===== config.mk =====
export PLATFORM = sky130hd
export DESIGN_NAME = lcd_rx_capture
export DESIGN_NICKNAME = d
export VERILOG_FILES = /design/src/rtl/lcd_rx_capture.sv
export SDC_FILE = /design/constraint.sdc
export NUM_CORES = 1
export LEC_CHECK = 0
export ABC_AREA = 1
export CAP_MARGIN = 20
export CORE_ASPECT_RATIO = 1.2
export CORE_MARGIN = 5
export CORE_UTILIZATION = 54
export CTS_CLUSTER_SIZE = 10
export DETAILED_ROUTE_END_ITERATION = 8
export PLACE_DENSITY = 0.75
export SYNTH_ARGS = -nofsm -noshare
export SYNTH_HDL_FRONTEND = slang
export SYNTH_SLANG_ARGS = --single-unit

===== constraint.sdc =====
create_clock -name clk -period 2.6 [get_ports clk]
set_clock_uncertainty 0.2 [all_clocks]
set_input_delay 0.52 -clock clk [delete_from_list [all_inputs] [get_ports clk]]
set_output_delay 0.52 -clock clk [all_outputs]
set_load 0.05 [all_outputs]

===== src/rtl/lcd_rx_capture.sv =====
// Passive receiver for a 4/8-bit HD44780-style LCD bus: decodes strobed
// nibbles/bytes and keeps a 2-row shadow of the characters on the panel.
module lcd_rx_capture #(
  parameter int SYNC_STAGES = 2,
  parameter int ROW_LEN     = 16
) (
  input  logic       clk,
  input  logic       rst_n,
  input  logic       lcd_rs,
  input  logic       lcd_rw,
  input  logic       lcd_e,
  input  logic       lcd4,
  input  logic       lcd5,
  input  logic       lcd6,
  input  logic       lcd7,
  input  logic [4:0] rd_addr,
  output logic [7:0] rd_data,
  output logic       byte_valid,
  output logic       byte_rs,
  output logic [7:0] byte_data,
  output logic       four_bit_mode,
  output logic       display_on,
  output logic       clear_busy,
  output logic       err_dropped
);
  localparam int         DEPTH   = 2 * ROW_LEN;
  localparam int         IW      = $clog2(DEPTH);
  localparam logic [6:0] ROW_END = 7'(ROW_LEN);
  localparam logic [6:0] ROW1    = 7'h40;
  localparam logic [7:0] BLANK   = 8'h20;

  // Hole addresses (0x28-0x3F, 0x68-0x7F) just count up; only the row ends jump.
  function automatic logic [6:0] ac_step(input logic [6:0] ac, input logic inc);
    logic [6:0] nxt;
    if (inc) begin
      case (ac)
        7'h27:   nxt = 7'h40;
        7'h67:   nxt = 7'h00;
        7'h7F:   nxt = 7'h00;
        default: nxt = ac + 7'd1;
      endcase
    end else begin
      case (ac)
        7'h40:   nxt = 7'h27;
        7'h00:   nxt = 7'h67;
        default: nxt = ac - 7'd1;
      endcase
    end
    return nxt;
  endfunction

  logic [6:0]    sync_q [SYNC_STAGES];
  logic          e_prev_q;
  logic [7:0]    shadow_q [DEPTH];
  logic [6:0]    ac_q, ac_d;
  logic          inc_q, inc_d;
  logic          phase_hi_q, phase_hi_d;
  logic [3:0]    hi_nib_q, hi_nib_d;
  logic          cgram_q, cgram_d;
  logic [IW-1:0] clr_cnt_q, clr_cnt_d;
  logic          four_q, four_d;
  logic          disp_q, disp_d;
  logic          busy_q, busy_d;
  logic          bv_q, bv_d;
  logic          brs_q, brs_d;
  logic [7:0]    bdata_q, bdata_d;
  logic          err_q, err_d;
  logic [7:0]    rd_q;

  logic [6:0]    samp_s;
  logic          strobe_s;
  logic          complete_s;
  logic [7:0]    byte_s;
  logic          we_s;
  logic [IW-1:0] widx_s;
  logic [7:0]    wdata_s;

  assign samp_s   = sync_q[SYNC_STAGES-1];
  // samp_s = {e, rs, rw, d7..d4}; read cycles never count as strobes.
  assign strobe_s = e_prev_q & ~samp_s[6] & ~samp_s[4];

  // Next-state: clear sweep, nibble assembly, instruction decode and data writes.
  always_comb begin
    ac_d       = ac_q;
    inc_d      = inc_q;
    phase_hi_d = phase_hi_q;
    hi_nib_d   = hi_nib_q;
    cgram_d    = cgram_q;
    clr_cnt_d  = clr_cnt_q;
    four_d     = four_q;
    disp_d     = disp_q;
    busy_d     = busy_q;
    bv_d       = 1'b0;
    brs_d      = brs_q;
    bdata_d    = bdata_q;
    err_d      = 1'b0;
    complete_s = 1'b0;
    byte_s     = 8'h00;
    we_s       = 1'b0;
    widx_s     = '0;
    wdata_s    = BLANK;

    if (busy_q) begin
      we_s   = 1'b1;
      widx_s = clr_cnt_q;
      err_d  = strobe_s;
      if (clr_cnt_q == IW'(DEPTH - 1)) begin
        busy_d    = 1'b0;
        clr_cnt_d = '0;
      end else begin
        clr_cnt_d = clr_cnt_q + IW'(1);
      end
    end else if (strobe_s) begin
      if (!four_q) begin
        complete_s = 1'b1;
        byte_s     = {samp_s[3:0], 4'h0};
      end else if (phase_hi_q) begin
        hi_nib_d   = samp_s[3:0];
        phase_hi_d = 1'b0;
      end else begin
        complete_s = 1'b1;
        byte_s     = {hi_nib_q, samp_s[3:0]};
        phase_hi_d = 1'b1;
      end
    end else begin
      bv_d = 1'b0;
    end

    if (complete_s) begin
      bv_d    = 1'b1;
      brs_d   = samp_s[5];
      bdata_d = byte_s;
      if (!samp_s[5]) begin
        casez (byte_s)
          8'b1???????: begin ac_d = byte_s[6:0]; cgram_d = 1'b0; end
          8'b01??????: cgram_d = 1'b1;
          8'b001?????: begin four_d = ~byte_s[4]; phase_hi_d = 1'b1; end
          8'b0001????: ;
          8'b00001???: disp_d = byte_s[2];
          8'b000001??: inc_d = byte_s[1];
          8'b0000001?: begin ac_d = 7'h00; cgram_d = 1'b0; end
          8'b00000001: begin
            ac_d      = 7'h00;
            inc_d     = 1'b1;
            cgram_d   = 1'b0;
            busy_d    = 1'b1;
            clr_cnt_d = '0;
          end
          default: ;
        endcase
      end else if (!cgram_q) begin
        wdata_s = byte_s;
        if (ac_q < ROW_END) begin
          we_s   = 1'b1;
          widx_s = IW'(ac_q);
        end else if (ac_q >= ROW1 && ac_q < ROW1 + ROW_END) begin
          we_s   = 1'b1;
          widx_s = IW'(ac_q - ROW1) + IW'(ROW_LEN);
        end else begin
          we_s = 1'b0;
        end
        ac_d = ac_step(ac_q, inc_q);
      end else begin
        ac_d = ac_q;
      end
    end else begin
      complete_s = 1'b0;
    end
  end

  // State, synchronizers, shadow array and registered read port.
  always_ff @(posedge clk or negedge rst_n) begin
    if (!rst_n) begin
      for (int i = 0; i < SYNC_STAGES; i++) sync_q[i] <= 7'h00;
      for (int i = 0; i < DEPTH; i++) shadow_q[i] <= BLANK;
      e_prev_q   <= 1'b0;
      ac_q       <= 7'h00;
      inc_q      <= 1'b1;
      phase_hi_q <= 1'b1;
      hi_nib_q   <= 4'h0;
      cgram_q    <= 1'b0;
      clr_cnt_q  <= '0;
      four_q     <= 1'b0;
      disp_q     <= 1'b0;
      busy_q     <= 1'b0;
      bv_q       <= 1'b0;
      brs_q      <= 1'b0;
      bdata_q    <= 8'h00;
      err_q      <= 1'b0;
      rd_q       <= BLANK;
    end else begin
      sync_q[0] <= {lcd_e, lcd_rs, lcd_rw, lcd7, lcd6, lcd5, lcd4};
      for (int i = 1; i < SYNC_STAGES; i++) sync_q[i] <= sync_q[i-1];
      e_prev_q   <= samp_s[6];
      ac_q       <= ac_d;
      inc_q      <= inc_d;
      phase_hi_q <= phase_hi_d;
      hi_nib_q   <= hi_nib_d;
      cgram_q    <= cgram_d;
      clr_cnt_q  <= clr_cnt_d;
      four_q     <= four_d;
      disp_q     <= disp_d;
      busy_q     <= busy_d;
      bv_q       <= bv_d;
      brs_q      <= brs_d;
      bdata_q    <= bdata_d;
      err_q      <= err_d;
      rd_q       <= shadow_q[IW'(rd_addr)];
      if (we_s) shadow_q[widx_s] <= wdata_s;
    end
  end

  assign rd_data       = rd_q;
  assign byte_valid    = bv_q;
  assign byte_rs       = brs_q;
  assign byte_data     = bdata_q;
  assign four_bit_mode = four_q;
  assign display_on    = disp_q;
  assign clear_busy    = busy_q;
  assign err_dropped   = err_q;
endmodule

==> reports/metrics.yaml, run 1 <==
pwr:
  power_density_nw_per_um2: 684.0
  ir_drop_v: 0.0006039
  cellLeakagePower_nw: 9.197
clock_tree:
  root_buffer: "clkbuf_16"
  htreeDepth: 2
  clock_sinks: 312
  cts_buffers: 37
  cts_tree: "done"
  clk_path_buf_depth: 3
  clkLatencyLatePin_ns: 0.54
  clkTransAtPathRegs_ns: 0.06
finish:
  fillers: 2320
  ff_latch_area_um2: 7851
  final_nets: 2058
  final_cell_count_no_fill: 2444
  final_common_cell: "nand2_1"
  drive_above_1_share: 0.1196
  diodes: 0
  multi_input_area_um2: 6824
  final_cell_mix: "nand2_1, nand3_1, dfrtp_1"
  area_delta_synth_final_pct: 17.33
worst_hold_path:
  whs_path_depth: 0
  worstHoldEndpoint: "samp_s[2]"
  min_from: "sync_q[9]"
  hold_class: "reg2reg"
die:
  io-pin-count: 36
  dieWidth_um: 163.7
  die_y_um: 194.4
  core-area_um2: 27920
  rows: 67
  initial_utilization: 0.5483
  dieArea_um2: 31830
sta:
  layout_min_cycle_time_ns: 2.566
  finalMaxSlewViolations: 0
  setup_viol: 0
  slew_headroom: 0.6351
  final-hold-violation-count: 0
  tightestPinTransition_ns: 0.5473
  final.setup.tns_ns: 0
  fmax_mhz: 389.7
  post-route-period-util: 0.9868
  hold_slack_ns: 0.1463
  rsz0062_at_grt: "yes"
setup_path:
  crit_family: "buffers and inverters"
  endpoint_kind: "output port"
  cp_num_buf_inv: 1
  setup.worst_path.class: "reg2out"
  worst_setup_path_start_kind: "flip-flop"
  rrSetupSlack_ns: 0.11
  timing.rr.start: "ac_q[5]"
  path_cells: "clkdlybuf4s50_1"
  arrival_ns: 1.85
  reg2reg_depth: 11
  cpMaxStageDelayCell: "clkdlybuf4s50_1"
  path_max_fanout: 1
  crit_required_ns: 1.88
  crit_start: "rd_data[5]"
  cp_slowest_stage_delay_ns: 0.80
  r2r-end: "shadow_q[90]"
routing:
  vias_per_cell: 5.947
  initialDrtViolationCount: 1759
  num_vias: 14530
  first_pass_iters: 8
  wl_per_cell_um: 18.91
  drc: 0
  wirelength_um: 46220
  antenna_left: 0
grt:
  grt_max_degree: 86
  overflow: 0
  grt_pass1_vias: 13930
  grt_first_pass_wirelength_um: 74090
  grtUsageTotal: 0.2877
  grt_antenna_before_repair: 0
yosys:
  ys_async_sr_fraction: 1.000
  syn_nets: 2002
  yosysSeqAreaShare: 0.5130
  synth-seq-cells: 312
  synth.distinct_cells: 34
  syn_area_um2: 15310
  synthCells: 1982
  postSynthAreaPerCell_um2: 7.722
  synth_edf_count: 0
  synth_top_flop_cell: "dfrtp_1"
  synth_warnings: 0
placement:
  dp_cells: 2362
  dp_hpwl_um: 28910
  place_congestion: 0.8803
  port-buffer-count: 35
flow_run:
  max_cap_viol_count: 0
outcome:
  status: "finished clean"
[metrics by stage]
step / power (W) / utilization / setup slack [ns] / cell area, um^2
finish: 0.01228 / 0.6433 / 0.03422 / 17960
floorplan: 0.006693 / - / 0.07988 / 15310
global route: 0.01277 / 0.6433 / -0.01437 / 17960
global placement: 0.007495 / 0.5949 / -0.3024 / 16610
detailed placement: 0.007543 / 0.5949 / -0.4418 / 16610
CTS: 0.01230 / 0.6359 / -0.1671 / 17750
[Yosys cell counts (all sizes together) (9+ instances only)]
cell type  count  area [um^2]
nand4          9        62.56
clkbuf        74        277.8
o21ai        161        820.8
o22ai         16        100.1
nor2         186        748.2
a21oi         12        60.06
inv           54        202.7
dfrtp        277         6932
buf           56        286.5
dfstp         35        919.6
nand3        299         1496
o221ai        46        402.9
nand2        722         2710
[worst max-delay path by stage]
stage | endpoint | slack, ns | cells past startpoint
after floorplan | shadow_q[41] | 0.08 | 11
after CTS | shadow_q[87] | -0.17 | 10
after global placement | shadow_q[118] | -0.30 | 11
after detailed placement | shadow_q[113] | -0.44 | 11
final | rd_data[5] | 0.03 | 1
after global routing | shadow_q[94] | -0.01 | 11
[cells by family (layout without fill, tap and decap cells)]
family / Yosys count / in the layout / share of synthesized area
AND/OR/NAND/NOR: 1227 / 1229 / 0.3325
flip-flops: 312 / 312 / 0.5130
AO/OA/AOI/OAI: 246 / 246 / 0.09581
buffers and inverters: 186 / 267 / 0.05060
adder cells (fa/ha/maj): 6 / 6 / 0.004905
XOR/XNOR: 3 / 3 / 0.001717
multiplexers: 2 / 2 / 0.001471
[where the power goes]
| group | switching, W | internal (W) | leakage, nW |
|---|---|---|---|
| logic | 0.00152 | 0.000725 | 4.51 |
| registers | 0.000160 | 0.00512 | 4.17 |
| clock network | 0.00200 | 0.00276 | 0.524 |
| total | 0.00368 | 0.00860 | 9.20 |
[registers in the layout, indices dropped and copies added, names as in the netlist, 4 cells and up]
register   flops
clr_cnt_q      5
byte_data      8
hi_nib_q       4
samp_s         7
shadow_q     256
rd_data        8
ac_q           7
sync_q         7
[cell type report]
| type | instances | share of cell area |
|---|---|---|
| multi-input combinational | 1486 | 0.3800 |
| timing repair buffer | 145 | 0.08388 |
| tap | 379 | 0.02641 |
| clock buffer | 63 | 0.05866 |
| clock inverter | 3 | 0.002090 |
| inverter | 56 | 0.01177 |
| sequential | 312 | 0.4372 |
[layer usage]
layer,vias to the layer above,part of all wire,track usage
met1,6895,0.39,0.3853
met3,158,0.088,0.04364
met5,-,0,0
met4,0,0.047,0.1280
li1,6653,-,-
met2,828,0.47,0.4645
[what timing repair did]
item / in CTS / in global routing
resized for setup: 3 / 28
endpoints found under the setup margin: 88 / 244
endpoints found under the hold margin: 35 / 0
hold buffers: 1 / 0
gates cloned: 2 / 0
pin swaps: 1 / 3
setup buffers: 2 / 10
No activity file was read; power rests on OpenSTA's default activity.
==> run 2: changes to the inputs <==
--- a/config.mk
+++ b/config.mk
@@ -7,7 +7,7 @@
 export LEC_CHECK = 0
 export ABC_AREA = 1
 export CAP_MARGIN = 20
-export CORE_ASPECT_RATIO = 1.2
+export CORE_ASPECT_RATIO = 1.1
 export CORE_MARGIN = 5
 export CORE_UTILIZATION = 54
 export CTS_CLUSTER_SIZE = 10
==> run 2 against run 1 <==
  * Core utilization is 0.39 points lower
  * Wire length is 3.0% lower
  * Largest cell class unchanged
  * Largest power group unchanged
  * Die area is essentially flat
  * Combinational power fell by 2%
  * Sequential power barely moved
  * Setup slack improved by 0.019 ns
  * Register-to-register slack is essentially flat
  * Fmax increased by 0.74%
  * Critical endpoint unchanged
  * Sequential cell count stayed put
==> reports/metrics.yaml, run 2 (synthesis results as in run 1) <==
pwr:
  internal-power_w: 0.008679
  switchingPower_w: 0.003623
  p_total_w: 0.01230
  p_comb_frac: 0.178
  clkPwrFrac: 0.392
  ir_drop_v: 0.0005809
  seqPwrFrac: 0.430
  cellLeakagePower_nw: 9.144
  power_density_nw_per_um2: 690.5
  p_sw_frac: 0.2945
clock_tree:
  clkLatencyLatePin_ns: 0.52
  clkTransAtPathRegs_ns: 0.06
  root_buffer: "clkbuf_16"
  cts_tree: "done"
  htreeDepth: 2
  clk_path_buf_depth: 3
  clock_sinks: 312
  cts_buffers: 37
sta:
  finalMaxSlewViolations: 0
  final.setup.tns_ns: 0
  hold_slack_ns: 0.1444
  fmax_mhz: 392.6
  rsz0062_at_grt: "yes"
  tightestPinTransition_ns: 0.6647
  post-route-period-util: 0.9796
  final-hold-violation-count: 0
  setup_viol: 0
  slew_headroom: 0.5569
  layout_min_cycle_time_ns: 2.547
flow_run:
  max_cap_viol_count: 0
routing:
  first_pass_iters: 8
  wirelength_um: 44840
  antenna_left: 0
  num_vias: 14430
  wl_per_cell_um: 18.61
  drc: 0
  initialDrtViolationCount: 1788
  vias_per_cell: 5.992
die:
  dieArea_um2: 31810
  core-area_um2: 27870
  rows: 64
  die_y_um: 186.6
  dieWidth_um: 170.5
  io-pin-count: 36
  initial_utilization: 0.5493
grt:
  grt_pass1_vias: 14040
  grt_antenna_before_repair: 0
  overflow: 0
  grtUsageTotal: 0.2805
  grt_first_pass_wirelength_um: 73030
  grt_max_degree: 75
setup_path:
  worst_setup_path_start_kind: "flip-flop"
  setup.worst_path.class: "reg2out"
  arrival_ns: 1.83
  endpoint_kind: "output port"
  crit_required_ns: 1.88
  cp_num_buf_inv: 1
  path_max_fanout: 1
  cp_slowest_stage_delay_ns: 0.79
  cpMaxStageDelayCell: "clkdlybuf4s50_1"
  crit_family: "buffers and inverters"
  path_cells: "clkdlybuf4s50_1"
finish:
  final_nets: 2042
  final_common_cell: "nand2_1"
  diodes: 0
  fin_area_um2: 17820
  fillers: 2376
  largest_reg_flops: 256
  drive_above_1_share: 0.1109
  largest-register: "shadow_q"
  area_delta_synth_final_pct: 16.41
  final_cell_mix: "nand2_1, nand3_1, dfrtp_1"
placement:
  post_dp_cell_area_um2: 16590
  place_congestion: 0.9571
  dp_hpwl_um: 28580
  port-buffer-count: 35
worst_hold_path:
  hold_class: "reg2reg"
outcome:
  status: "finished clean"
-- run 2: changes by cell type in the layout (fill, tap and decap cells not counted), sizes merged --
| cell | previous run | this run |
|---|---|---|
| nor2 | 188 | 186 |
| clkbuf | 63 | 61 |
| bufinv | 0 | 1 |
| buf | 112 | 98 |
| dlygate4sd2 | 2 | 1 |
| dlymetal6s2s | 0 | 1 |
| inv | 56 | 54 |
-- run 2: power by group through the flow --
stage	clock network, W	logic [W]	registers, W
5_1_grt	0.00510	0.00239	0.00531
3_3_place_gp	0	0.00213	0.00536
6_report	0.00483	0.00219	0.00529
4_1_cts	0.00490	0.00216	0.00528
3_5_place_dp	0	0.00215	0.00536
2_1_floorplan	0	0.00116	0.00553
-- run 2: repair_timing --
item / in CTS / in global routing
resized for setup: 1 / 24
pin swaps: 0 / 2
hold buffers: 1 / 0
endpoints found under the hold margin: 60 / 0
endpoints found under the setup margin: 1 / 159
buffers inserted: 0 / 5
-- run 2: final cells by class --
cell class,instances,area (um^2),area share
Clock buffer,61,1059,0.05941
Sequential cell,312,7851,0.4407
Multi-Input combinational cell,1484,6789,0.3810
Inverter,56,211.5,0.01187
Clock inverter,2,38.79,0.002177
Tap cell,363,454.2,0.02549
Timing Repair Buffer,131,1414,0.07935
-- run 2: per-layer routing --
| layer | GRT usage | wire length [um] | vias up |
|---|---|---|---|
| met5 | 0 | 0 | - |
| met4 | 0.1174 | 1773 | 0 |
| met3 | 0.04190 | 3864 | 138 |
| met2 | 0.4440 | 21250 | 783 |
| met1 | 0.3879 | 17940 | 6893 |
| li1 | - | - | 6620 |
-- run 2: metrics by stage --
| stage | setup slack (ns) | cells | util |
|---|---|---|---|
| 2_1_floorplan | 0.07988 | 1982 | - |
| 3_3_place_gp | 0.1443 | 2340 | 0.5954 |
| 3_5_place_dp | 0.07643 | 2340 | 0.5954 |
| 4_1_cts | 0.005244 | 2404 | 0.6351 |
| 5_1_grt | -0.04495 | 2409 | 0.6394 |
| 6_report | 0.05313 | 2409 | 0.6394 |
-- run 2: worst paths after layout --
kind	from	endpoint	slack (ns)	depth (start not counted)
setup reg to reg	four_bit_mode	shadow_q[183]	0.12	12
hold reg to reg	sync_q[7]	samp_s[0]	0.14	0
setup / recovery	rd_data[5]	rd_data[5]	0.05	1
max in group asynchronous	rst_n	shadow_q[61]	1.00	3
min in group asynchronous	rst_n	shadow_q[16]	0.38	2
hold / removal	sync_q[7]	samp_s[0]	0.14	0
==> run 3: changes to the inputs <==
--- a/config.mk
+++ b/config.mk
@@ -8,7 +8,6 @@
 export ABC_AREA = 1
 export CAP_MARGIN = 20
 export CORE_ASPECT_RATIO = 1.1
-export CORE_MARGIN = 5
 export CORE_UTILIZATION = 54
 export CTS_CLUSTER_SIZE = 10
 export DETAILED_ROUTE_END_ITERATION = 8
==> run 3 against run 2 <==
  * Clock-buffer cell count rose by 4
  * First-iteration DRC count rose by 9.8%
  * Via count rose by 1.3%
  * Clock power barely moved
  * Critical endpoint unchanged
  * Final area rose by 1.1%
  * Core utilization rose by 0.73 points
  * Critical path depth did not move
  * Final cell count rose by 0.58%
  * Die area fell by 8.8%
  * Fmax rose by 0.16%
  * Sequential share of layout area fell by 0.50 points
  * Highest routed layer unchanged
  * Register-to-register slack barely moved
==> reports/metrics.yaml, run 3 (synthesis results as in run 1) <==
outcome:
  status: "finished clean"
setup_path:
  crit_start: "rd_data[5]"
  path_max_fanout: 1
  path_cells: "clkdlybuf4s50_1"
  cp_num_buf_inv: 1
  cpMaxStageDelayCell: "clkdlybuf4s50_1"
  crit_required_ns: 1.88
  crit_family: "buffers and inverters"
  worst_setup_path_start_kind: "flip-flop"
  timing.rr.start: "four_bit_mode"
  reg2reg_depth: 10
  arrival_ns: 1.82
  cp_slowest_stage_delay_ns: 0.79
  setup.worst_path.class: "reg2out"
  worst-path-stages: 1
  endpoint_kind: "output port"
sta:
  rsz0062_at_grt: "yes"
  tightestPinTransition_ns: 0.5907
  finalMaxSlewViolations: 0
  post-route-period-util: 0.9780
  setup_viol: 0
  fmax_mhz: 393.3
  layout_min_cycle_time_ns: 2.543
  slew_headroom: 0.6058
  final-hold-violation-count: 0
flow_run:
  max_cap_viol_count: 0
grt:
  grt_pass1_vias: 14020
  grt_antenna_before_repair: 1
  overflow: 0
  grt_first_pass_wirelength_um: 72590
  grtUsageTotal: 0.3180
  grt_max_degree: 74
worst_hold_path:
  hold_class: "reg2reg"
  whs_path_depth: 0
  min_from: "sync_q[7]"
placement:
  dp_cells: 2338
  place_congestion: 0.8840
  dp_hpwl_um: 28080
  port-buffer-count: 35
finish:
  area_delta_synth_final_pct: 17.73
  utilization: 0.6466
  final_cell_count_no_fill: 2423
  fillers: 2311
  final_nets: 2052
  largest-register: "shadow_q"
  final_common_cell: "nand2_1"
  final_cell_mix: "nand2_1, nand3_1, dfrtp_1"
  drive_above_1_share: 0.1214
  largest_reg_flops: 256
clock_tree:
  clkTransAtPathRegs_ns: 0.05
  htreeDepth: 2
  root_buffer: "clkbuf_16"
  clk_path_buf_depth: 3
  clock_sinks: 312
  cts_buffers: 37
  clkLatencyLatePin_ns: 0.52
  cts_tree: "done"
routing:
  initialDrtViolationCount: 1963
  wl_met1_um: 18020
  antenna_left: 0
  dr_wl_met3_um: 4101
  wl_per_cell_um: 18.86
  first_pass_iters: 7
  drc: 0
  wl_met2_um: 21670
  num_vias: 14630
  vias_per_cell: 6.036
  top_layer_used: "met4"
  wirelength_um: 45700
pwr:
  ir_drop_v: 0.0008972
  power_density_nw_per_um2: 683.9
  cellLeakagePower_nw: 9.228
die:
  io-pin-count: 36
  core-area_um2: 27870
  initial_utilization: 0.5493
  rows: 64
  dieWidth_um: 162.5
  die_y_um: 178.6
  dieArea_um2: 29020
run 3: cell count changes in the layout (fill, tap and decap cells not counted), moves of 2 or more:
cell / change
nand2_1: -11
nand2_2: +10
buf_4: +5
buf_12: +3
nor2_4: +3
clkbuf_1: +2
clkbuf_16: +2
clkbuf_8: +2
run 3: routing by layer:
layer | track usage | vias to the layer above
met4 | 0.1439 | 0
met1 | 0.4124 | 6966
met2 | 0.5251 | 848
met3 | 0.04999 | 156
met5 | 0 | -
li1 | - | 6655
run 3: timing repair:
item,4_1_cts,5_1_grt
pin swaps,0,7
hold buffers,1,0
gates cloned,0,3
endpoints found under the setup margin,33,249
resized for setup,2,40
endpoints found under the hold margin,31,0
buffers inserted,0,14
run 3: area by class of cell:
class                   count  area [um^2]  share of cell area
diodes                      1        2.502           0.0001389
clock buffers              65         1094             0.06069
clock inverters             1        8.758           0.0004860
inverters                  56        214.0             0.01187
multi-input cells        1485         6845              0.3799
flip-flops and latches    312         7851              0.4357
well taps                 363        454.2             0.02520
repair buffers            140         1550             0.08603
run 3: stage by stage:
stage / worst slack [ns] / area (um^2) / hold WS [ns] / total power (W) / TNS (ns)
after floorplan: 0.07988 / 15310 / 0.02441 / 0.006693 / 0
after global placement: -0.2680 / 16580 / 0.1312 / 0.007482 / -7.774
after detailed placement: -0.3299 / 16580 / 0.1356 / 0.007522 / -9.582
after CTS: -0.006842 / 17690 / 0.1475 / 0.01232 / -0.006842
after global routing: -0.05426 / 18020 / 0.1506 / 0.01281 / -0.6959
final: 0.05723 / 18020 / 0.1460 / 0.01232 / 0
run 3: report_power, final:
| group | leakage (nW) | internal [W] | switching [W] |
|---|---|---|---|
| logic | 4.53 | 0.000722 | 0.00153 |
| clock network | 0.528 | 0.00283 | 0.00196 |
| registers | 4.17 | 0.00512 | 0.000159 |
| total | 9.23 | 0.00867 | 0.00365 |
run 3: final timing paths:
kind / slack [ns] / to
setup / recovery: 0.06 / rd_data[5]
hold / removal: 0.15 / samp_s[0]
setup reg to reg: 0.12 / shadow_q[98]
hold reg to reg: 0.15 / samp_s[0]
max in group asynchronous: 1.17 / shadow_q[205]
min in group asynchronous: 0.28 / shadow_q[12]
